`src/rtl/packet_parser_if.sv`:
```
// rtl/packet_parser_if.sv - character, descriptor and payload signals around the packet parser
interface packet_parser_if;
    logic       chr_drdy;
    logic [7:0] chr_data;
    logic       chr_start;
    logic       chr_end;
    logic       cmd_valid;
    logic       cmd_ready;
    logic       cmd_write;
    logic [6:0] cmd_addr;
    logic [7:0] cmd_len;
    logic       byte_valid;
    logic       byte_ready;
    logic [7:0] byte_data;
    logic       byte_last;
    logic       frame_err;
    logic [2:0] err_code;
    logic       busy;

    // master: the parser itself
    modport master (
        input  chr_drdy, chr_data, chr_start, chr_end, cmd_ready, byte_ready,
        output cmd_valid, cmd_write, cmd_addr, cmd_len,
        output byte_valid, byte_data, byte_last, frame_err, err_code, busy
    );

    // slave: the character decoder and register dispatcher around it
    modport slave (
        output chr_drdy, chr_data, chr_start, chr_end, cmd_ready, byte_ready,
        input  cmd_valid, cmd_write, cmd_addr, cmd_len,
        input  byte_valid, byte_data, byte_last, frame_err, err_code, busy
    );
endinterface

```
`src/rtl/packet_parser.sv`:
```
// rtl/packet_parser.sv - Uniboard frame assembler; optional checksum via PACKET_PARSER_CHECKSUM_EN
module packet_parser #(
    parameter int MAX_LEN = 16
) (
    input  logic            clk,
    input  logic            reset,
    packet_parser_if.master bus
);

`ifdef PACKET_PARSER_CHECKSUM_EN
    localparam int BUF_DEPTH = MAX_LEN + 1;
`else
    localparam int BUF_DEPTH = MAX_LEN;
`endif
    localparam int         IDX_W     = (BUF_DEPTH > 1) ? $clog2(BUF_DEPTH) : 1;
    localparam logic [8:0] LEN_LIMIT = 9'(BUF_DEPTH);

    localparam logic [2:0] S_IDLE    = 3'd0;
    localparam logic [2:0] S_HEADER  = 3'd1;
    localparam logic [2:0] S_PAYLOAD = 3'd2;
    localparam logic [2:0] S_CMD     = 3'd3;
    localparam logic [2:0] S_STREAM  = 3'd4;

    localparam logic [2:0] E_EMPTY        = 3'd1;
    localparam logic [2:0] E_OVERFLOW     = 3'd2;
    localparam logic [2:0] E_READ_PAYLOAD = 3'd3;
    localparam logic [2:0] E_RESYNC       = 3'd4;
    localparam logic [2:0] E_OVERRUN      = 3'd5;
    localparam logic [2:0] E_WRITE_EMPTY  = 3'd6;
`ifdef PACKET_PARSER_CHECKSUM_EN
    localparam logic [2:0] E_CHECKSUM     = 3'd7;
`endif

    logic       drdy_q;
    logic [2:0] state_q, state_d;
    logic [7:0] len_q, len_d;
    logic [7:0] idx_q, idx_d;
    logic       write_q, write_d;
    logic [6:0] addr_q, addr_d;
    logic       err_q, err_d;
    logic [2:0] code_q, code_d;
    logic       buf_we;
    logic [7:0] buf_q [0:(1 << IDX_W) - 1];
`ifdef PACKET_PARSER_CHECKSUM_EN
    logic [7:0] csum_q, csum_d;
`endif

    logic evt, is_start, is_end, is_data, last_byte;

    // START wins if the decoder ever flags both markers at once
    assign evt       = bus.chr_drdy & ~drdy_q;
    assign is_start  = evt & bus.chr_start;
    assign is_end    = evt & ~bus.chr_start & bus.chr_end;
    assign is_data   = evt & ~bus.chr_start & ~bus.chr_end;
    assign last_byte = (idx_q == (len_q - 8'd1));

    assign bus.busy       = (state_q != S_IDLE);
    assign bus.cmd_valid  = (state_q == S_CMD);
    assign bus.cmd_write  = write_q;
    assign bus.cmd_addr   = addr_q;
    assign bus.cmd_len    = len_q;
    assign bus.byte_valid = (state_q == S_STREAM);
    assign bus.byte_data  = (state_q == S_STREAM) ? buf_q[idx_q[IDX_W-1:0]] : 8'h00;
    assign bus.byte_last  = (state_q == S_STREAM) && last_byte;
    assign bus.frame_err  = err_q;
    assign bus.err_code   = code_q;

    // frame state machine: character handling, descriptor handshake and payload streaming
    always_comb begin
        state_d = state_q;
        len_d   = len_q;
        idx_d   = idx_q;
        write_d = write_q;
        addr_d  = addr_q;
        err_d   = 1'b0;
        code_d  = code_q;
        buf_we  = 1'b0;
`ifdef PACKET_PARSER_CHECKSUM_EN
        csum_d  = csum_q;
`endif
        case (state_q)
            S_IDLE: begin
                if (is_start) begin
                    state_d = S_HEADER;
                    len_d   = 8'd0;
                    idx_d   = 8'd0;
`ifdef PACKET_PARSER_CHECKSUM_EN
                    csum_d  = 8'h00;
`endif
                end
            end
            S_HEADER: begin
                if (is_start) begin
                    err_d  = 1'b1;
                    code_d = E_RESYNC;
`ifdef PACKET_PARSER_CHECKSUM_EN
                    csum_d = 8'h00;
`endif
                end else if (is_end) begin
                    err_d   = 1'b1;
                    code_d  = E_EMPTY;
                    state_d = S_IDLE;
                end else if (is_data) begin
                    write_d = bus.chr_data[7];
                    addr_d  = bus.chr_data[6:0];
                    state_d = S_PAYLOAD;
`ifdef PACKET_PARSER_CHECKSUM_EN
                    csum_d  = bus.chr_data;
`endif
                end
            end
            S_PAYLOAD: begin
                if (is_start) begin
                    err_d   = 1'b1;
                    code_d  = E_RESYNC;
                    state_d = S_HEADER;
                    len_d   = 8'd0;
`ifdef PACKET_PARSER_CHECKSUM_EN
                    csum_d  = 8'h00;
`endif
                end else if (is_data) begin
                    if (write_q) begin
                        if ({1'b0, len_q} < LEN_LIMIT) begin
                            buf_we = 1'b1;
                            len_d  = len_q + 8'd1;
`ifdef PACKET_PARSER_CHECKSUM_EN
                            csum_d = csum_q ^ bus.chr_data;
`endif
                        end else begin
                            err_d   = 1'b1;
                            code_d  = E_OVERFLOW;
                            state_d = S_IDLE;
                        end
`ifdef PACKET_PARSER_CHECKSUM_EN
                    end else if (len_q == 8'd0) begin
                        // a read carries exactly one byte: its checksum
                        len_d  = 8'd1;
                        csum_d = csum_q ^ bus.chr_data;
`endif
                    end else begin
                        err_d   = 1'b1;
                        code_d  = E_READ_PAYLOAD;
                        state_d = S_IDLE;
                    end
                end else if (is_end) begin
`ifdef PACKET_PARSER_CHECKSUM_EN
                    // len_q counts the checksum byte; it is stripped on entry to CMD
                    if (write_q && len_q <= 8'd1) begin
                        err_d   = 1'b1;
                        code_d  = E_WRITE_EMPTY;
                        state_d = S_IDLE;
                    end else if (!write_q && len_q == 8'd0) begin
                        err_d   = 1'b1;
                        code_d  = E_EMPTY;
                        state_d = S_IDLE;
                    end else if (csum_q != 8'h00) begin
                        err_d   = 1'b1;
                        code_d  = E_CHECKSUM;
                        state_d = S_IDLE;
                    end else begin
                        state_d = S_CMD;
                        len_d   = write_q ? (len_q - 8'd1) : 8'd0;
                    end
`else
                    if (write_q && len_q == 8'd0) begin
                        err_d   = 1'b1;
                        code_d  = E_WRITE_EMPTY;
                        state_d = S_IDLE;
                    end else begin
                        state_d = S_CMD;
                    end
`endif
                end
            end
            S_CMD: begin
                if (evt) begin
                    err_d  = 1'b1;
                    code_d = E_OVERRUN;
                end
                if (bus.cmd_ready) begin
                    state_d = write_q ? S_STREAM : S_IDLE;
                    idx_d   = 8'd0;
                end
            end
            S_STREAM: begin
                if (evt) begin
                    err_d  = 1'b1;
                    code_d = E_OVERRUN;
                end
                if (bus.byte_ready) begin
                    idx_d = idx_q + 8'd1;
                    if (last_byte) begin
                        state_d = S_IDLE;
                    end
                end
            end
            default: state_d = S_IDLE;
        endcase
    end

    // control and descriptor registers
    always_ff @(posedge clk or posedge reset) begin
        if (reset) begin
            drdy_q  <= 1'b0;
            state_q <= S_IDLE;
            len_q   <= 8'd0;
            idx_q   <= 8'd0;
            write_q <= 1'b0;
            addr_q  <= 7'd0;
            err_q   <= 1'b0;
            code_q  <= 3'd0;
`ifdef PACKET_PARSER_CHECKSUM_EN
            csum_q  <= 8'h00;
`endif
        end else begin
            drdy_q  <= bus.chr_drdy;
            state_q <= state_d;
            len_q   <= len_d;
            idx_q   <= idx_d;
            write_q <= write_d;
            addr_q  <= addr_d;
            err_q   <= err_d;
            code_q  <= code_d;
`ifdef PACKET_PARSER_CHECKSUM_EN
            csum_q  <= csum_d;
`endif
        end
    end

    // payload buffer, contents are don't-care until written
    always_ff @(posedge clk) begin
        if (buf_we) begin
            buf_q[len_q[IDX_W-1:0]] <= bus.chr_data;
        end
    end

endmodule

```
`src/flat_wrapper.sv`:
```
// flat-port wrapper written by rule: the top's interface ports become plain ports
module packet_parser_flat 
#(
    parameter int MAX_LEN = 16
)
  (clk, reset, bus_chr_drdy, bus_chr_data, bus_chr_start, bus_chr_end, bus_cmd_ready, bus_byte_ready, bus_cmd_valid, bus_cmd_write, bus_cmd_addr, bus_cmd_len, bus_byte_valid, bus_byte_data, bus_byte_last, bus_frame_err, bus_err_code, bus_busy);
  packet_parser_if bus_i ();
  input  logic clk;
  input  logic reset;
  input wire logic [$bits(bus_i.chr_drdy)-1:0] bus_chr_drdy;
  input wire logic [$bits(bus_i.chr_data)-1:0] bus_chr_data;
  input wire logic [$bits(bus_i.chr_start)-1:0] bus_chr_start;
  input wire logic [$bits(bus_i.chr_end)-1:0] bus_chr_end;
  input wire logic [$bits(bus_i.cmd_ready)-1:0] bus_cmd_ready;
  input wire logic [$bits(bus_i.byte_ready)-1:0] bus_byte_ready;
  output wire logic [$bits(bus_i.cmd_valid)-1:0] bus_cmd_valid;
  output wire logic [$bits(bus_i.cmd_write)-1:0] bus_cmd_write;
  output wire logic [$bits(bus_i.cmd_addr)-1:0] bus_cmd_addr;
  output wire logic [$bits(bus_i.cmd_len)-1:0] bus_cmd_len;
  output wire logic [$bits(bus_i.byte_valid)-1:0] bus_byte_valid;
  output wire logic [$bits(bus_i.byte_data)-1:0] bus_byte_data;
  output wire logic [$bits(bus_i.byte_last)-1:0] bus_byte_last;
  output wire logic [$bits(bus_i.frame_err)-1:0] bus_frame_err;
  output wire logic [$bits(bus_i.err_code)-1:0] bus_err_code;
  output wire logic [$bits(bus_i.busy)-1:0] bus_busy;
  assign bus_i.chr_drdy = bus_chr_drdy;
  assign bus_i.chr_data = bus_chr_data;
  assign bus_i.chr_start = bus_chr_start;
  assign bus_i.chr_end = bus_chr_end;
  assign bus_i.cmd_ready = bus_cmd_ready;
  assign bus_i.byte_ready = bus_byte_ready;
  assign bus_cmd_valid = bus_i.cmd_valid;
  assign bus_cmd_write = bus_i.cmd_write;
  assign bus_cmd_addr = bus_i.cmd_addr;
  assign bus_cmd_len = bus_i.cmd_len;
  assign bus_byte_valid = bus_i.byte_valid;
  assign bus_byte_data = bus_i.byte_data;
  assign bus_byte_last = bus_i.byte_last;
  assign bus_frame_err = bus_i.frame_err;
  assign bus_err_code = bus_i.err_code;
  assign bus_busy = bus_i.busy;
  packet_parser #(.MAX_LEN(MAX_LEN)) u_core (.clk(clk), .reset(reset), .bus(bus_i));
endmodule
```
`config.mk`:
```
export PLATFORM = sky130hd
export DESIGN_NAME = packet_parser_flat
export DESIGN_NICKNAME = d
export VERILOG_FILES = /design/src/rtl/packet_parser_if.sv /design/src/rtl/packet_parser.sv /design/src/flat_wrapper.sv
export SDC_FILE = /design/constraint.sdc
export NUM_CORES = 1
export LEC_CHECK = 0
export CAP_MARGIN = 20
export CORE_UTILIZATION = 48
export CTS_CLUSTER_DIAMETER = 50
export CTS_CLUSTER_SIZE = 28
export DETAILED_ROUTE_END_ITERATION = 8
export PLACE_DENSITY_LB_ADDON = 0.25
export SYNTH_ARGS = -nofsm -noshare
export SYNTH_HDL_FRONTEND = slang
export SYNTH_SLANG_ARGS = --single-unit
```
`constraint.sdc`:
```
create_clock -name clk -period 3.6 [get_ports clk]
set_clock_uncertainty 0.2 [all_clocks]
set_input_delay 0.36 -clock clk [delete_from_list [all_inputs] [get_ports clk]]
set_output_delay 0.36 -clock clk [all_outputs]
set_load 0.02 [all_outputs]
```
Word-level counts from Yosys, hierarchy flattened
Memories as Yosys holds them, arrays and structs flattened.
Cells that the tools add are included.
{"block": "classes", "addsub": 3, "order_cmp": 1, "eq_ne": 19, "muxes": 52, "n_bitwise": 10, "reduce_logical": 14}
{"operator": "$mux W3", "n": 22}
{"operator": "$mux W8", "n": 8}
{"operator": "$pmux W8 S3", "n": 1}
{"operator": "$add A8 B1 Y8 const B", "n": 2}
{"operator": "$mux W1", "n": 16}
{"operator": "$pmux W8 S2", "n": 1}
{"operator": "$ne A3 B1 Y1 const B", "n": 5}
{"operator": "$pmux W3 S5", "n": 1}
{"operator": "$pmux W3 S3", "n": 1}
{"operator": "$reduce_bool A3 Y1", "n": 3}
{"operator": "$eq A8 B8 Y1", "n": 1}
{"operator": "$logic_not A8 Y1", "n": 1}
{"operator": "$lt A8 B5 Y1 const B", "n": 1}
{"operator": "$ne A4 B1 Y1 const B", "n": 2}
{"operator": "$reduce_and A4 Y1", "n": 2}
{"operator": "$reduce_and A8 Y1", "n": 1}
{"operator": "$sub A8 B1 Y8 const B", "n": 1}
{"operator": "$eq A3 B2 Y1 const B", "n": 2}
{"operator": "$ne A2 B1 Y1 const B", "n": 3}
{"operator": "$ne A2 B2 Y1 const B", "n": 3}
{"operator": "$reduce_and A6 Y1", "n": 1}
{"operator": "$and A1 B1 Y1", "n": 5}
{"operator": "$ne A5 B5 Y1 const B", "n": 1}
{"operator": "$not A1 Y1", "n": 5}
{"operator": "9 further kinds", "n": 10}
{"block": "totals", "reg_bits": 32, "ram_bits": 128, "output_inout_bits": 32, "mem_count": 1}
{"memory": "u_core.buf_q", "depth": 16, "width": 8, "read_ports": 1, "rd_clocked_by_memory_dff": 0, "write_ports": 1, "line_no": "packet_parser.sv:43", "source": "logic [7:0] buf_q [0:(1 << IDX_W) - 1];"}

Logic depth before layout (Yosys ltp)
{"block": "logic_depth", "depth_word": 9, "depth_mapped": 9, "depth_no_buf": 7}

Least setup slack after synthesis
Ideal clock, no wire load.
{"block": "synth_timing", "kind": "flip-flop to output port", "startpoint": "reg u_core.len_q[0] (netlist: u_core.bus.cmd_len[0])", "endpoint": "out bus_byte_last", "arrival_time_ns": 2.216, "t_required_ns": 3.040, "path_slack_ns": 0.824, "stages_incl_launch_ff": 10, "n_path_buf": 2, "cell_sequence": "dfrtp_1 clkbuf_1 inv_1 ha_1 clkbuf_1 o21bai_1 a211oi_1 o21bai_1 a211oi_1 and2_1"}
{"block": "synth_via", "elab_chain_len": 3}
{"element": "start, declared", "line_no": "packet_parser.sv:36", "source": "logic [7:0] len_q, len_d;"}
{"element": "start signal, assigned", "line_no": "packet_parser.sv:218", "source": "len_q <= len_d;"}
{"element": "$sub A8 B1 Y8", "line_no": "packet_parser.sv:55", "source": "assign last_byte = (idx_q == (len_q - 8'd1));"}
{"element": "$eq A8 B8 Y1", "line_no": "packet_parser.sv:55"}
{"element": "$logic_and A1 B1 Y1", "line_no": "packet_parser.sv:64", "source": "assign bus.byte_last = (state_q == S_STREAM) && last_byte;"}
{"element": "end, declared", "line_no": "flat_wrapper.sv:22", "source": "output wire logic [$bits(bus_i.byte_last)-1:0] bus_byte_last;"}
No other way between the ends.

Worst setup path after layout
{"block": "layout_timing", "startpoint": "reg u_core.idx_q[0]", "endpoint": "out bus_byte_data[2]"}
{"block": "layout_via", "elab_chain_len": 2}
{"element": "start, declared", "line_no": "packet_parser.sv:37", "source": "logic [7:0] idx_q, idx_d;"}
{"element": "start signal, assigned", "line_no": "packet_parser.sv:219", "source": "idx_q <= idx_d;"}
{"element": "$mem_v2 Z16 W8"}
{"element": "$mux W8", "line_no": "packet_parser.sv:63", "source": "assign bus.byte_data = (state_q == S_STREAM) ? buf_q[idx_q[IDX_W-1:0]] : 8'h00;"}
{"element": "end, declared", "line_no": "flat_wrapper.sv:21", "source": "output wire logic [$bits(bus_i.byte_data)-1:0] bus_byte_data;"}
No other way between the ends.

==> out/metrics.csv <==
stage;metric;value;unit
logic_synthesis;synth top area cells;edfxtp_1, mux4_2, dfrtp_1, mux2_2, nor2_1;
critical_path;worst endpoint required time;3040;ps
clock_network;hold_buf cts;0;
critical_path;Critical Path End Type;primary output;
floorplanning;Die ar.;15000;sq um
logic_synthesis;synth unique cells;55;
clock_network;CTS tree;built;
critical_path;slowest stage cell on the critical path;mux4_2;
clock_network;CTS Root Cell;clkbuf_16;
drt;wire length per cell;20.3;microns
global_route;number of global-route vias before repair;3965;
floorplanning;die height;123;microns
logic_synthesis;EDFF count, synth;128;
clock_network;worst skew pair latency;420;ps
drt;WL met2;6.52;mm
logic_synthesis;Syn Area/Cell;16.3;sq um
logic_synthesis;FFs w/ async S/R, synth;0.200;
placed_design;I/O Buffers;46;
logic_synthesis;Synth Cell Area;6980;sq um
status;status;finished, final reports clean;
logic_synthesis;dominant cell type by area after synthesis;edfxtp_1;
drt;DRC;0;
logic_synthesis;Most used DFF post-synth;edfxtp_1;
drt;Post-Route WL;14.0;mm
critical_path;CP Launch Type;register;
placed_design;GP Congestion;0.803;
logic_synthesis;Yosys warnings;0;
clock_network;Clock transition at path regs;60;ps
job;number of max-cap violations;0;
critical_path;worst-path fanout max;7;
cells_and_area;commonest non-fill, non-tap cell in the layout;edfxtp_1;
floorplanning;Top Ports;47;
logic_synthesis;post-synth top area share;0.551;
placed_design;hpwl dp;9.45;mm
critical_path;r2r setup slk;840;ps
pwr;Sw Share;0.266;
timing;Final Setup Violations;0;
cells_and_area;share of cells above drive strength 1;0.253;
pwr;Gate power share;0.202;
floorplanning;Core Area;14000;sq um
drt;Pre-antenna DRT Iters;4;
timing;final worst path period need;3510;ps
critical_path;CP arrival;2950;ps
drt;met3 wirelength from detailed routing;819;microns
critical_path;largest stage delay on the critical path;560;ps
drt;DR top layer;met4;
critical_path;WP buf/inv;2;
logic_synthesis;syn_nets;450;
clock_network;CTS max path bufs;2;
critical_path;reg2reg path depth;5;
global_route;initial antenna violation count;0;
global_route;first-pass GRT wire length;22.2;mm
critical_path;Setup Crit Path Kind;register to primary output;
logic_synthesis;register area share after synthesis;0.665;
critical_path;CP most frequent cell;mux4_2;
logic_synthesis;Synth Register Bits;160;
logic_synthesis;cells after synthesis;429;
clock_network;H-tree depth;4;
global_route;Total GRT Usage;0.204;
pwr;PD cells;575;nW/um^2
worst_hold_path;hold crit path type;primary input to async pin;
pwr;P_leak;2.95;nW
drt;Vias/cell;5.75;
global_route;GR Overflow Total;0;
cells_and_area;nets@finish;518;
timing;Fin Setup TNS;0;ps
pwr;Pint;3.54;mW
drt;Vias;3968;
critical_path;critical path cell sequence;buf_4 -> mux4_2 -> mux4_2 -> nor2b_1 -> clkdlybuf4s50_1;
timing;final number of max-transition violations;0;
timing;endpoints failing hold;0;
cells_and_area;Antenna diodes;0;
clock_network;Clock Sinks;160;
cells_and_area;most frequent cells in the layout;edfxtp_1, clkdlybuf4s50_1, mux4_2;
cells_and_area;Layout area overhead;20.3;%
floorplanning;starting density of the core;0.497;
pwr;part of the power in registers;0.435;
floorplanning;FP Rows;43;
global_route;pin count of the biggest net entering global routing;37;
cells_and_area;Final Util;0.598;
cells_and_area;# fillers;1025;
pwr;Pwr Total;4.83;mW
critical_path;RR Startpoint;u_core.state_q[2];
drt;Routed Antenna Nets;0;
pwr;clock share of power;0.362;
timing;final worst-path cycle share;0.974;
critical_path;FF-to-FF End;u_core.buf_q[3][7];
timing;slew margin rel.;0.486;
floorplanning;Die W;123;microns
timing;Fmax;285;MHz
pwr;Sw Pwr;1.28;mW
clock_network;Num CTS Buffers;17;
timing;pin slew with the least headroom to its limit;771;ps
drt;met1 WL;6.48;mm
critical_path;Largest delay share family, worst path;multiplexers;
pwr;VDD IR max;0.324;mV
drt;DRT iter0 DRCs;346;
kinds of logic after synthesis:
group                    after synthesis  synth area share
flip-flops                           160             0.665
AO/OA/AOI/OAI                         59            0.0577
buffers and inverters                 39            0.0231
AND/OR/NAND/NOR                      103            0.0810
adder cells (fa/ha/maj)                6            0.0108
XOR/XNOR                              10            0.0125
multiplexers                          52             0.149
cell usage after synthesis (all sizes together), types with 2 or more instances:
cell type and n:
or3b 2, ha 6, or2 3, nand2 22
a211oi 3, nor2b 12, a22oi 2, o31a 2
o31ai 4, clkbuf 15, nand2b 4, xor2 5
mux2 11, and3 4, a21oi 15, o211ai 3
nand3 8, buf 9, nor2 28, or4b 2
nor4 4, edfxtp 128, inv 15, o311ai 2
dfrtp 32, xnor2 5, nand4 4, mux4 40
o21bai 2, o21ai 17, nor3 3
power by group through the flow:
stage / Sequential, mW / Clock (mW) / Combinational, mW
CTS: 2.10 / 1.77 / 0.970
detailed placement: 2.14 / 0 / 0.970
global route: 2.11 / 1.84 / 1.06
finish: 2.10 / 1.75 / 0.976
floorplan: 2.10 / 0 / 0.655
global placement: 2.14 / 0 / 0.955
worst reg2reg max path, cell delays in order, from the launching register on:
cell and delay [ps]:
dfrtp_1 600, or3b_2 620, nor4_4 430, nand2_1 250
nor2_1 160, buf_4 210
flip-flops by register name (all words and copies together), names as in the netlist, 3 cells and up:
| signal | flops |
|---|---|
| u_core.state_q | 3 |
| u_core.bus.cmd_addr | 7 |
| u_core.bus.cmd_len | 8 |
| u_core.bus.err_code | 3 |
| u_core.idx_q | 8 |
| u_core.buf_q | 128 |
worst max path at each step:
stage | end | cells after the start | slack [ps] | from
2_1_floorplan | bus_byte_last | 9 | 820 | u_core.bus.cmd_len[0]
3_3_place_gp | u_core.buf_q[7][0] | 6 | 480 | bus_chr_drdy
3_5_place_dp | u_core.buf_q[3][0] | 6 | 490 | bus_chr_drdy
4_1_cts | bus_byte_last | 6 | 30 | u_core.bus.cmd_len[3]
5_1_grt | bus_byte_data[2] | 5 | -10 | u_core.idx_q[0]
6_report | bus_byte_data[2] | 5 | 90 | u_core.idx_q[0]
what timing repair did:
item | CTS | global route
setup buffers | 0 | 2
endpoints found under the setup margin | 0 | 2
gates resized for setup | 0 | 2
routing by layer:
| layer | up-vias | GRT usage |
|---|---|---|
| met2 | 118 | 0.307 |
| met4 | 0 | 0.0755 |
| met3 | 14 | 0.0409 |
| met5 | - | 0 |
| li1 | 1808 | - |
| met1 | 2028 | 0.295 |
stage by stage:
stage	cells	hold WS (ps)	setup slack, ps	cell area [sq um]
6_report	690	103	94.9	8400
4_1_cts	687	119	34.8	8350
3_5_place_dp	655	298	492	7770
2_1_floorplan	429	191	824	6980
3_3_place_gp	655	295	477	7770
5_1_grt	690	172	-13.5	8400
layout make-up:
type | instances | area [sq um] | share of cell area
clock buffer | 18 | 439 | 0.0523
clock inverter | 14 | 146 | 0.0174
inverter | 15 | 56.3 | 0.00670
multi-input combinational | 230 | 2180 | 0.259
sequential | 160 | 4650 | 0.553
tap | 180 | 225 | 0.0268
timing repair buffer | 73 | 706 | 0.0840
Note: power is estimated with default switching activity, not from simulation.
